$ cat src/rtl/ahbl_master_if.sv
// AHB-Lite initiator: valid/ready request stream in, in-order response stream out.
// Address and data phases overlap; up to RSP_DEPTH transfers may be outstanding.
module ahbl_master_if #(
  parameter int unsigned ADDR_WIDTH = 32,
  parameter int unsigned DATA_WIDTH = 32,
  parameter int unsigned RSP_DEPTH  = 4,
  parameter logic [3:0]  HPROT_VAL  = 4'b0011
) (
  input  logic                  clk,
  input  logic                  rst,
  input  logic                  req_valid_i,
  output logic                  req_ready_o,
  input  logic [ADDR_WIDTH-1:0] req_addr_i,
  input  logic                  req_write_i,
  input  logic [2:0]            req_size_i,
  input  logic [DATA_WIDTH-1:0] req_wdata_i,
  output logic                  rsp_valid_o,
  input  logic                  rsp_ready_i,
  output logic [DATA_WIDTH-1:0] rsp_rdata_o,
  output logic                  rsp_err_o,
  output logic [ADDR_WIDTH-1:0] ahbl_haddr_o,
  output logic [2:0]            ahbl_hburst_o,
  output logic                  ahbl_hmastlock_o,
  output logic [3:0]            ahbl_hprot_o,
  output logic [2:0]            ahbl_hsize_o,
  output logic [1:0]            ahbl_htrans_o,
  output logic [DATA_WIDTH-1:0] ahbl_hwdata_o,
  output logic                  ahbl_hwrite_o,
  input  logic [DATA_WIDTH-1:0] ahbl_hrdata_i,
  input  logic                  ahbl_hready_i,
  input  logic                  ahbl_hresp_i
);
  localparam int unsigned   PW      = $clog2(RSP_DEPTH);
  localparam int unsigned   CW      = PW + 1;
  localparam logic [CW-1:0] DEPTH_C = CW'(RSP_DEPTH);
  localparam logic [1:0]    HTRANS_IDLE   = 2'b00;
  localparam logic [1:0]    HTRANS_NONSEQ = 2'b10;

  // address-phase register
  logic                  a_valid_q, a_valid_d;
  logic [ADDR_WIDTH-1:0] a_addr_q,  a_addr_d;
  logic                  a_write_q, a_write_d;
  logic [2:0]            a_size_q,  a_size_d;
  logic [DATA_WIDTH-1:0] a_wdata_q, a_wdata_d;
  // data-phase register
  logic                  d_valid_q, d_valid_d;
  logic                  d_write_q, d_write_d;
  logic [DATA_WIDTH-1:0] d_wdata_q, d_wdata_d;
  // response FIFO, pointers carry one wrap bit
  logic [DATA_WIDTH:0]   fifo_q [RSP_DEPTH];
  logic [CW-1:0]         wr_ptr_q, wr_ptr_d;
  logic [CW-1:0]         rd_ptr_q, rd_ptr_d;
  logic [CW-1:0]         out_q, out_d;

  logic                  accept, a_adv, d_done, pop, fifo_empty;
  logic [DATA_WIDTH:0]   push_data;

  assign a_adv       = a_valid_q && ahbl_hready_i;
  assign d_done      = d_valid_q && ahbl_hready_i;
  assign req_ready_o = (out_q < DEPTH_C) && (!a_valid_q || ahbl_hready_i);
  assign accept      = req_valid_i && req_ready_o;
  assign fifo_empty  = (wr_ptr_q == rd_ptr_q);
  assign pop         = !fifo_empty && rsp_ready_i;

  // Errored and write transfers both report zero read data.
  assign push_data = {ahbl_hresp_i,
                      (d_write_q || ahbl_hresp_i) ? {DATA_WIDTH{1'b0}} : ahbl_hrdata_i};

  always_comb begin
    a_valid_d = a_valid_q;
    a_addr_d  = a_addr_q;
    a_write_d = a_write_q;
    a_size_d  = a_size_q;
    a_wdata_d = a_wdata_q;
    d_valid_d = d_valid_q;
    d_write_d = d_write_q;
    d_wdata_d = d_wdata_q;
    wr_ptr_d  = wr_ptr_q;
    rd_ptr_d  = rd_ptr_q;
    out_d     = out_q;
    if (accept) begin
      a_valid_d = 1'b1;
      a_addr_d  = req_addr_i;
      a_write_d = req_write_i;
      a_size_d  = req_size_i;
      a_wdata_d = req_wdata_i;
    end else if (a_adv) begin
      a_valid_d = 1'b0;
    end
    if (a_adv) begin
      d_valid_d = 1'b1;
      d_write_d = a_write_q;
      d_wdata_d = a_wdata_q;
    end else if (d_done) begin
      d_valid_d = 1'b0;
    end
    if (d_done) wr_ptr_d = wr_ptr_q + 1'b1;
    if (pop)    rd_ptr_d = rd_ptr_q + 1'b1;
    case ({accept, pop})
      2'b10:   out_d = out_q + 1'b1;
      2'b01:   out_d = out_q - 1'b1;
      default: out_d = out_q;
    endcase
  end

  always_ff @(posedge clk) begin
    if (rst) begin
      a_valid_q <= 1'b0;
      a_addr_q  <= '0;
      a_write_q <= 1'b0;
      a_size_q  <= '0;
      a_wdata_q <= '0;
      d_valid_q <= 1'b0;
      d_write_q <= 1'b0;
      d_wdata_q <= '0;
      wr_ptr_q  <= '0;
      rd_ptr_q  <= '0;
      out_q     <= '0;
    end else begin
      a_valid_q <= a_valid_d;
      a_addr_q  <= a_addr_d;
      a_write_q <= a_write_d;
      a_size_q  <= a_size_d;
      a_wdata_q <= a_wdata_d;
      d_valid_q <= d_valid_d;
      d_write_q <= d_write_d;
      d_wdata_q <= d_wdata_d;
      wr_ptr_q  <= wr_ptr_d;
      rd_ptr_q  <= rd_ptr_d;
      out_q     <= out_d;
    end
  end

  // Storage only; emptiness is tracked by the pointers.
  always_ff @(posedge clk) begin
    if (!rst && d_done) fifo_q[wr_ptr_q[PW-1:0]] <= push_data;
  end

  assign rsp_valid_o      = !fifo_empty;
  assign rsp_rdata_o      = fifo_empty ? '0 : fifo_q[rd_ptr_q[PW-1:0]][DATA_WIDTH-1:0];
  assign rsp_err_o        = fifo_empty ? 1'b0 : fifo_q[rd_ptr_q[PW-1:0]][DATA_WIDTH];

  assign ahbl_haddr_o     = a_addr_q;
  assign ahbl_hwrite_o    = a_write_q;
  assign ahbl_hsize_o     = a_size_q;
  assign ahbl_htrans_o    = a_valid_q ? HTRANS_NONSEQ : HTRANS_IDLE;
  assign ahbl_hwdata_o    = d_wdata_q;
  assign ahbl_hburst_o    = 3'b000;
  assign ahbl_hmastlock_o = 1'b0;
  assign ahbl_hprot_o     = HPROT_VAL;

endmodule

$ cat config.mk
export PLATFORM = sky130hd
export DESIGN_NAME = ahbl_master_if
export DESIGN_NICKNAME = d
export VERILOG_FILES = /design/src/rtl/ahbl_master_if.sv
export SDC_FILE = /design/constraint.sdc
export NUM_CORES = 1
export LEC_CHECK = 0
export ABC_AREA = 1
export BUFFER_PORTS_ARGS = -buffer_cell sky130_fd_sc_hd__buf_2
export CAP_MARGIN = 0
export CORE_MARGIN = 2
export CORE_UTILIZATION = 30
export CTS_CLUSTER_DIAMETER = 50
export DETAILED_ROUTE_END_ITERATION = 12
export SYNTH_ARGS = -nofsm -noshare
export SYNTH_HDL_FRONTEND = slang
export SYNTH_SLANG_ARGS = --single-unit
$ cat constraint.sdc
create_clock -name clk -period 2.8 [get_ports clk]
set_input_delay 0.14 -clock clk [delete_from_list [all_inputs] [get_ports clk]]
set_output_delay 0.14 -clock clk [all_outputs]
set_load 0.01 [all_outputs]
# Word level (Yosys, flattened, before mapping)
# Memories as Yosys holds them, arrays and structs flattened. A register that Yosys moved wholly into a read port is not among the register bits.
# Cells that the tools add are included.
# totals
reg_bits	112
ram_bits	132
in_bits	106
out_inout_bits	113
word_cells	47
memories	1
# op_classes
add_sub_neg	4
magnitude_cmp	1
n_eq_ne	3
n_mux	13
reduce_logical	14
# mem_list
memory	depth	width	read_ports	rd_clocked_by_memory_dff	wr	line_no	rtl
fifo_q	4	33	1	1	1	50	logic [DATA_WIDTH:0] fifo_q [RSP_DEPTH];
# op_table
operator	n
$mux W32	2
$add A3 B1 Y3 const B	3
$mux W1	7
$logic_and A1 B1 Y1	6
$mux W2	3
$pmux W3 S2	1
$reduce_bool A2 Y1	3
$eq A3 B3 Y1	1
$logic_not A1 Y1	3
$lt A3 B3 Y1 const B	1
$sub A3 B1 Y3 const B	1
$eq A2 B1 Y1 const B	1
$eq A2 B2 Y1 const B	1
$logic_or A1 B1 Y1	2

# Logic depth before layout (Yosys ltp)
# Gate-level depths: netlist of run 1.
# depth
word_depth	6
ltp_mapped	15
ltp_nobuf	14

# Least setup slack after synthesis of run 1
# OpenSTA, ideal clock, no wires.
# synth_path
path_kind	input to register
startpoint	in rst
endpoint	mem fifo_q[1][0] (netlist name), enable pin
setup_time_ps	423
arrival_ps	2118
setup_slack_ps	259
path_stages	5
n_path_buf	2
cell_sequence	clkbuf_1 -> inv_1 -> buf_2 -> nand2_1 -> nor2_1
# synth_via
elab_chain_cells	4
# synth_rtl
item	line_no	rtl
start, declared	10	input logic rst,
$logic_not A1 Y1	136	if (!rst && d_done) fifo_q[wr_ptr_q[PW-1:0]] <= push_data;
$logic_and A1 B1 Y1	136	
$mux W1	136	
$mux W1 (implied by the code)	136	
end, declared	50	
# Every way passes these cells.

==> metrics.txt, run 1 <==
Congestion Overflow GR 0; Mean Syn Cell Area 9.79 µm²; area leader, netlist edfxtp_1; Final Setup Violations 0; hold slack final 30.5 ps; Max Slew Vio Count 0; Design Power 9.14 mW; Die ar. 33100 µm²; fin crit share 86.5%; reg2reg end out_q[2]$_SDFFE_PP0P_; Final nets 1375; Worst Path Required 2660 ps; initial DRC count 298; std cell rows 65; unrepaired setup endpoints after global routing false; Final Hold Vio Count 0; fin crit period 2420 ps; clk sink count 246; H-tree depth 1; Worst R2R Start wr_ptr_q[0]$_SDFFE_PP0P_; synth cell count leaders 185 x nor2_1, 140 x a21oi_1, 133 x o21ai_0; CP Depth 6; Sequential cell area 6250 µm²; initial antenna violation count 1; Yosys reg bits 246; Vias 7479; ys async rst share 0%; CP max stage delay 600 ps; routability cong. 0.716; Cell variety after synth 27; most used cell, CP nor2_1; routed len/inst 14.6 µm; 1st-pass router iterations 6; sequential element share of the synthesized area 65.7%; share of layout cells above drive strength 1 22.2%; Max Freq 413 MHz; R2R Setup Slk 790 ps; final instance area 12800 µm²; Clock transition at path regs 60 ps; crit path cell chain buf_4 -> nor2_1 -> nor2_1 -> o21ai_0 -> a21oi_1 -> buf_2; worst-margin pin slew 938 ps; CTS root buffer clkbuf_16; crit path DAT 2280 ps; CTS buffer count 28; synthesized instance count 971; worst-path maximum fanout 66; Worst-Skew Late Latency 550 ps; ranking of synthesized cells by area edfxtp_1 42%, dfxtp_1 24%, a21oi_1 7.4%, nor2_1 7.3%, o21ai_0 7.0%; startpoint type of the worst setup path flop; HP Class in -> reg; worst vdd ir 0.474 mV; area grow syn2layout 34.8%; count leader, synth nor2_1; I/O Buffers 209; Top FF cell, synth edfxtp_1; die width 182 µm; fillcell total 3031; TNS Setup 0 ps; Routed WL 24.6 mm; antenna viol nets, final 0; first-pass GRT wire length 39.4 mm; hold wc startpoint ahbl_hrdata_i[22]; DR vias/cell 4.43; Synth Cell Area 9500 µm²; Tot GR Track Use 14.7%; initial core utilization 30.3%; DP Wirelength 14.5 mm; CP Capture Type output pin; DRC 0; top-area cell type share of the netlist area 41.7%; status completed; Max clock buf depth 3; setup bufs post-CTS 0; Reg2Reg Depth 14; area of the multi-input gates 2650 µm²; num ports 219; Crit path max-delay family buffers and inverters; YS warnings 0; max-cap check violation count 0; Vert. Die Dim 182 µm; EDFF count, synth 132; P_leak 5.33 nW; DP Area 10900 µm²; CP Capture Point rsp_rdata_o[12]; core area 31400 µm²; largest net degree at the start of global routing 99; vias in the first global route 7591; power per standard cell area 713 nW/µm²; Slowest-stage cell, CP buf_4; Setup CP Type reg -> out; Rel. slew slack 37.5%; Crit path buffers/inverters 2; Layout Skew 21.8 ps; CTS tree done
cells by family after synthesis:
logic type	share of synthesized area (%)
flops	65.7
fa+ha+maj	1.00
buf+inv	7.02
simple gates	11.6
other cells	0.0790
compound gates	14.4
xor+xnor	0.184
layout make-up:
cell class,count,area share (%)
clock buffer,29,5.50
tap,402,3.93
multi-input combinational,577,20.7
sequential,246,48.8
antenna,1,0.0195
inverter,85,2.49
timing repair buffer,324,16.9
clock inverter,23,1.76
worst register-to-register path, delay by kind of cell, from the launching register on:
kind	cells	cell delay, ps
compound gates	2	250
buf+inv	3	200
flops	1	400
simple gates	7	590
fa+ha+maj	2	520
routing by layer:
layer,wire [µm],vias to the layer above,GRT usage (%)
met5,0,-,0
met1,11000,3435,18.4
met2,11300,224,25.2
li1,-,3783,-
met3,1740,37,4.05
met4,510,0,3.90
placed cells by master, fill, tap and decap left out, drive strengths merged:
cell / instances
clkbuf: 29
bufinv: 3
buf: 223
edfxtp: 132
diode: 1
dlygate4sd3: 101
nand2: 93
inv: 87
conb: 9
dfxtp: 114
a21oi: 140
clkinvlp: 7
nand3: 4
o21ai: 134
fa: 1
xnor2: 1
clkinv: 11
xor2: 1
ha: 6
or2: 1
nor2: 187
flip-flops by register name (all words and copies together) (netlist names), named ones only:
| signal | cells |
|---|---|
| ahbl_hsize_o | 3 |
| d_valid_q | 1 |
| ahbl_haddr_o | 32 |
| a_valid_q | 1 |
| wr_ptr_q | 3 |
| ahbl_hwrite_o | 1 |
| d_write_q | 1 |
| a_wdata_q | 32 |
| ahbl_hwdata_o | 32 |
| fifo_q | 132 |
| out_q | 3 |
| rd_ptr_q | 3 |
report_power, final:
| part | internal (mW) | switching, mW | leakage (nW) |
|---|---|---|---|
| registers | 3.97 | 0.0687 | 2.15 |
| logic | 0.536 | 0.933 | 2.74 |
| clock network | 2.13 | 1.51 | 0.441 |
metrics by stage:
stage               utilization, %  cells  worst slack, ps
global route                  40.8   1686              208
detailed placement            34.6   1533              793
finish                        40.8   1687              378
floorplan                        -    978              259
global placement              34.6   1533              793
CTS                           40.8   1686              368
worst min path at each step:
stage | end | slack (ps) | cells after the start
5_1_grt | fifo_q[2][22]$_DFFE_PP_ | 20 | 3
6_report | fifo_q[0][22]$_DFFE_PP_ | 30 | 3
3_5_place_dp | fifo_q[0][32]$_DFFE_PP_ | 380 | 1
4_1_cts | fifo_q[3][12]$_DFFE_PP_ | 20 | 3
2_1_floorplan | fifo_q[0][32]$_DFFE_PP_ | 240 | 0
3_3_place_gp | fifo_q[1][32]$_DFFE_PP_ | 380 | 1
repair_timing:
action                    4_1_cts  5_1_grt
hold endpoints to repair      198        0
resized for setup               0        0
hold buffers                  101        0
Note: power is estimated with default switching activity, not from simulation.
==> run 2: changes to the inputs <==
--- a/config.mk
+++ b/config.mk
@@ -12,6 +12,7 @@
 export CORE_UTILIZATION = 30
 export CTS_CLUSTER_DIAMETER = 50
 export DETAILED_ROUTE_END_ITERATION = 12
+export HOLD_SLACK_MARGIN = 0.15
 export SYNTH_ARGS = -nofsm -noshare
 export SYNTH_HDL_FRONTEND = slang
 export SYNTH_SLANG_ARGS = --single-unit
==> run 2 against run 1 <==
Critical path depth did not move. Power barely moved. Global-route usage barely moved. Largest power group unchanged. Design area rose by 0.22%. Sequential cell count did not move. Cell count rose by 0.12%. Die area did not move. Largest cell class unchanged. Critical path type unchanged. Combinational power barely moved. Count of clock-buffer cells in the layout did not move. Fmax rose by 0.60%. Routed wire length rose by 0.11%. Sequential power barely moved.
==> metrics.txt, run 2 (synthesized netlist as in run 1, its figures left out) <==
status completed; P_leak 5.34 nW; Max Freq 415 MHz; post_cts resized 0; Setup CP Type reg -> out; num ports 219; Crit path buffers/inverters 2; most common cell after layout, fill and taps aside buf_2; Crit path max-delay family buffers and inverters; startpoint type of the worst setup path flop; Diodes inserted 0; antenna viol nets, final 0; Die ar. 33100 µm²; Layout Skew 21.9 ps; routability cong. 0.716; largest net degree at the start of global routing 99; routed len/inst 14.6 µm; core area 31400 µm²; hold slack final 230 ps; unrepaired setup endpoints after global routing false; DR vias/cell 4.43; initial antenna violation count 0; most used cell, CP nor2_1; Worst Path Required 2660 ps; initial core utilization 30.3%; worst vdd ir 0.474 mV; Worst Hold End out_q[1]$_SDFFE_PP0P_; CTS root buffer clkbuf_16; Final Hold Vio Count 0; worst-margin pin slew 941 ps; hold wc startpoint rst; max-cap check violation count 0; Post-CTS Hold Buffers 104; clk sink count 246; CTS tree done; Final Setup Violations 0; share of layout cells above drive strength 1 22.1%; DP Wirelength 14.5 mm; setup bufs post-CTS 0; first-pass GRT wire length 39.5 mm; 1st-pass router iterations 6; H-tree depth 1; Final nets 1378; vias in the first global route 7598; DRC 0; Congestion Overflow GR 0; Worst-Skew Late Latency 550 ps; Routed WL 24.6 mm; initial DRC count 299; R2R Setup Slk 790 ps; Max clock buf depth 3; max FFs per register 132; Reg2Reg Depth 14; Vias 7477; Rel. slew slack 37.3%; Worst R2R Start wr_ptr_q[0]$_SDFFE_PP0P_; Max Slew Vio Count 0; fin crit share 86.0%; crit path DAT 2270 ps; crit path cell chain buf_4 -> nor2_1 -> nor2_1 -> o21ai_0 -> a21oi_1 -> buf_2; HP Class in -> reg; std cell rows 65; reg2reg end out_q[2]$_SDFFE_PP0P_; TNS Setup 0 ps; CP Capture Type output pin; most frequent cells in the layout 209 x buf_2, 181 x nor2_1, 140 x a21oi_1, 133 x o21ai_0, 132 x edfxtp_1; I/O Buffers 209; Hold Path Stages 3; CTS buffer count 28; CP max stage delay 600 ps; Slowest-stage cell, CP buf_4; Tot GR Track Use 14.8%; worst-path maximum fanout 66; die width 182 µm; fin crit period 2410 ps; power per standard cell area 712 nW/µm²; Clock transition at path regs 60 ps; area grow syn2layout 35.1%; Vert. Die Dim 182 µm
[run 2: cell types whose count changed in the layout (fill, tap and decap cells not counted), sizes merged]
cell	delta
dlygate4sd3	+3
diode	-1
[run 2: routing by layer]
metal	wire, µm	vias to the layer above	GRT usage [%]	share of wire, %
met5	0	-	0	0
met4	509	0	3.90	2.1
met3	1740	37	3.97	7.1
met2	11400	225	25.2	46
met1	11000	3427	18.5	45
li1	-	3788	-	-
[run 2: worst max-delay path by stage]
stage | to | cells after the start | slack, ps | start
after CTS | rsp_rdata_o[12] | 6 | 370 | flop
after global routing | rsp_rdata_o[22] | 6 | 210 | flop
after floorplan | fifo_q[1][0]$_DFFE_PP_ | 5 | 260 | rst
after detailed placement | out_q[2]$_SDFFE_PP0P_ | 14 | 790 | wr_ptr_q[0]$_SDFFE_PP0P_
after global placement | out_q[2]$_SDFFE_PP0P_ | 14 | 790 | wr_ptr_q[1]$_SDFFE_PP0P_
final | rsp_rdata_o[12] | 6 | 390 | flop
[run 2: layout make-up]
type	instances	area, µm²
sequential	246	6250
tap	402	503
multi-input combinational	577	2650
inverter	85	319
clock inverter	23	225
fill	3029	18600
clock buffer	29	704
timing repair buffer	327	2190
[run 2: worst min-delay path: stages]
cell	delay, ps
buf_2	150
buf_4	290
nor2_1	140
[run 2: stage by stage]
step                      setup slack, ps  instances  total power, mW  utilization (%)  cell area (µm²)
final                                 392       1689             9.14             40.9            12800
after detailed placement              793       1533             5.47             34.6            10900
after CTS                             368       1689             9.25             40.9            12800
after floorplan                       259        978             4.96                -             9530
after global routing                  208       1689             9.58             40.9            12800
after global placement                793       1533             5.46             34.6            10900
[run 2: power breakdown]
part           leakage (nW)  switching [mW]  internal (mW)
Sequential             2.15          0.0687           3.97
Combinational          2.76           0.933          0.538
Clock                 0.441            1.51           2.13
Total                  5.34            2.51           6.63
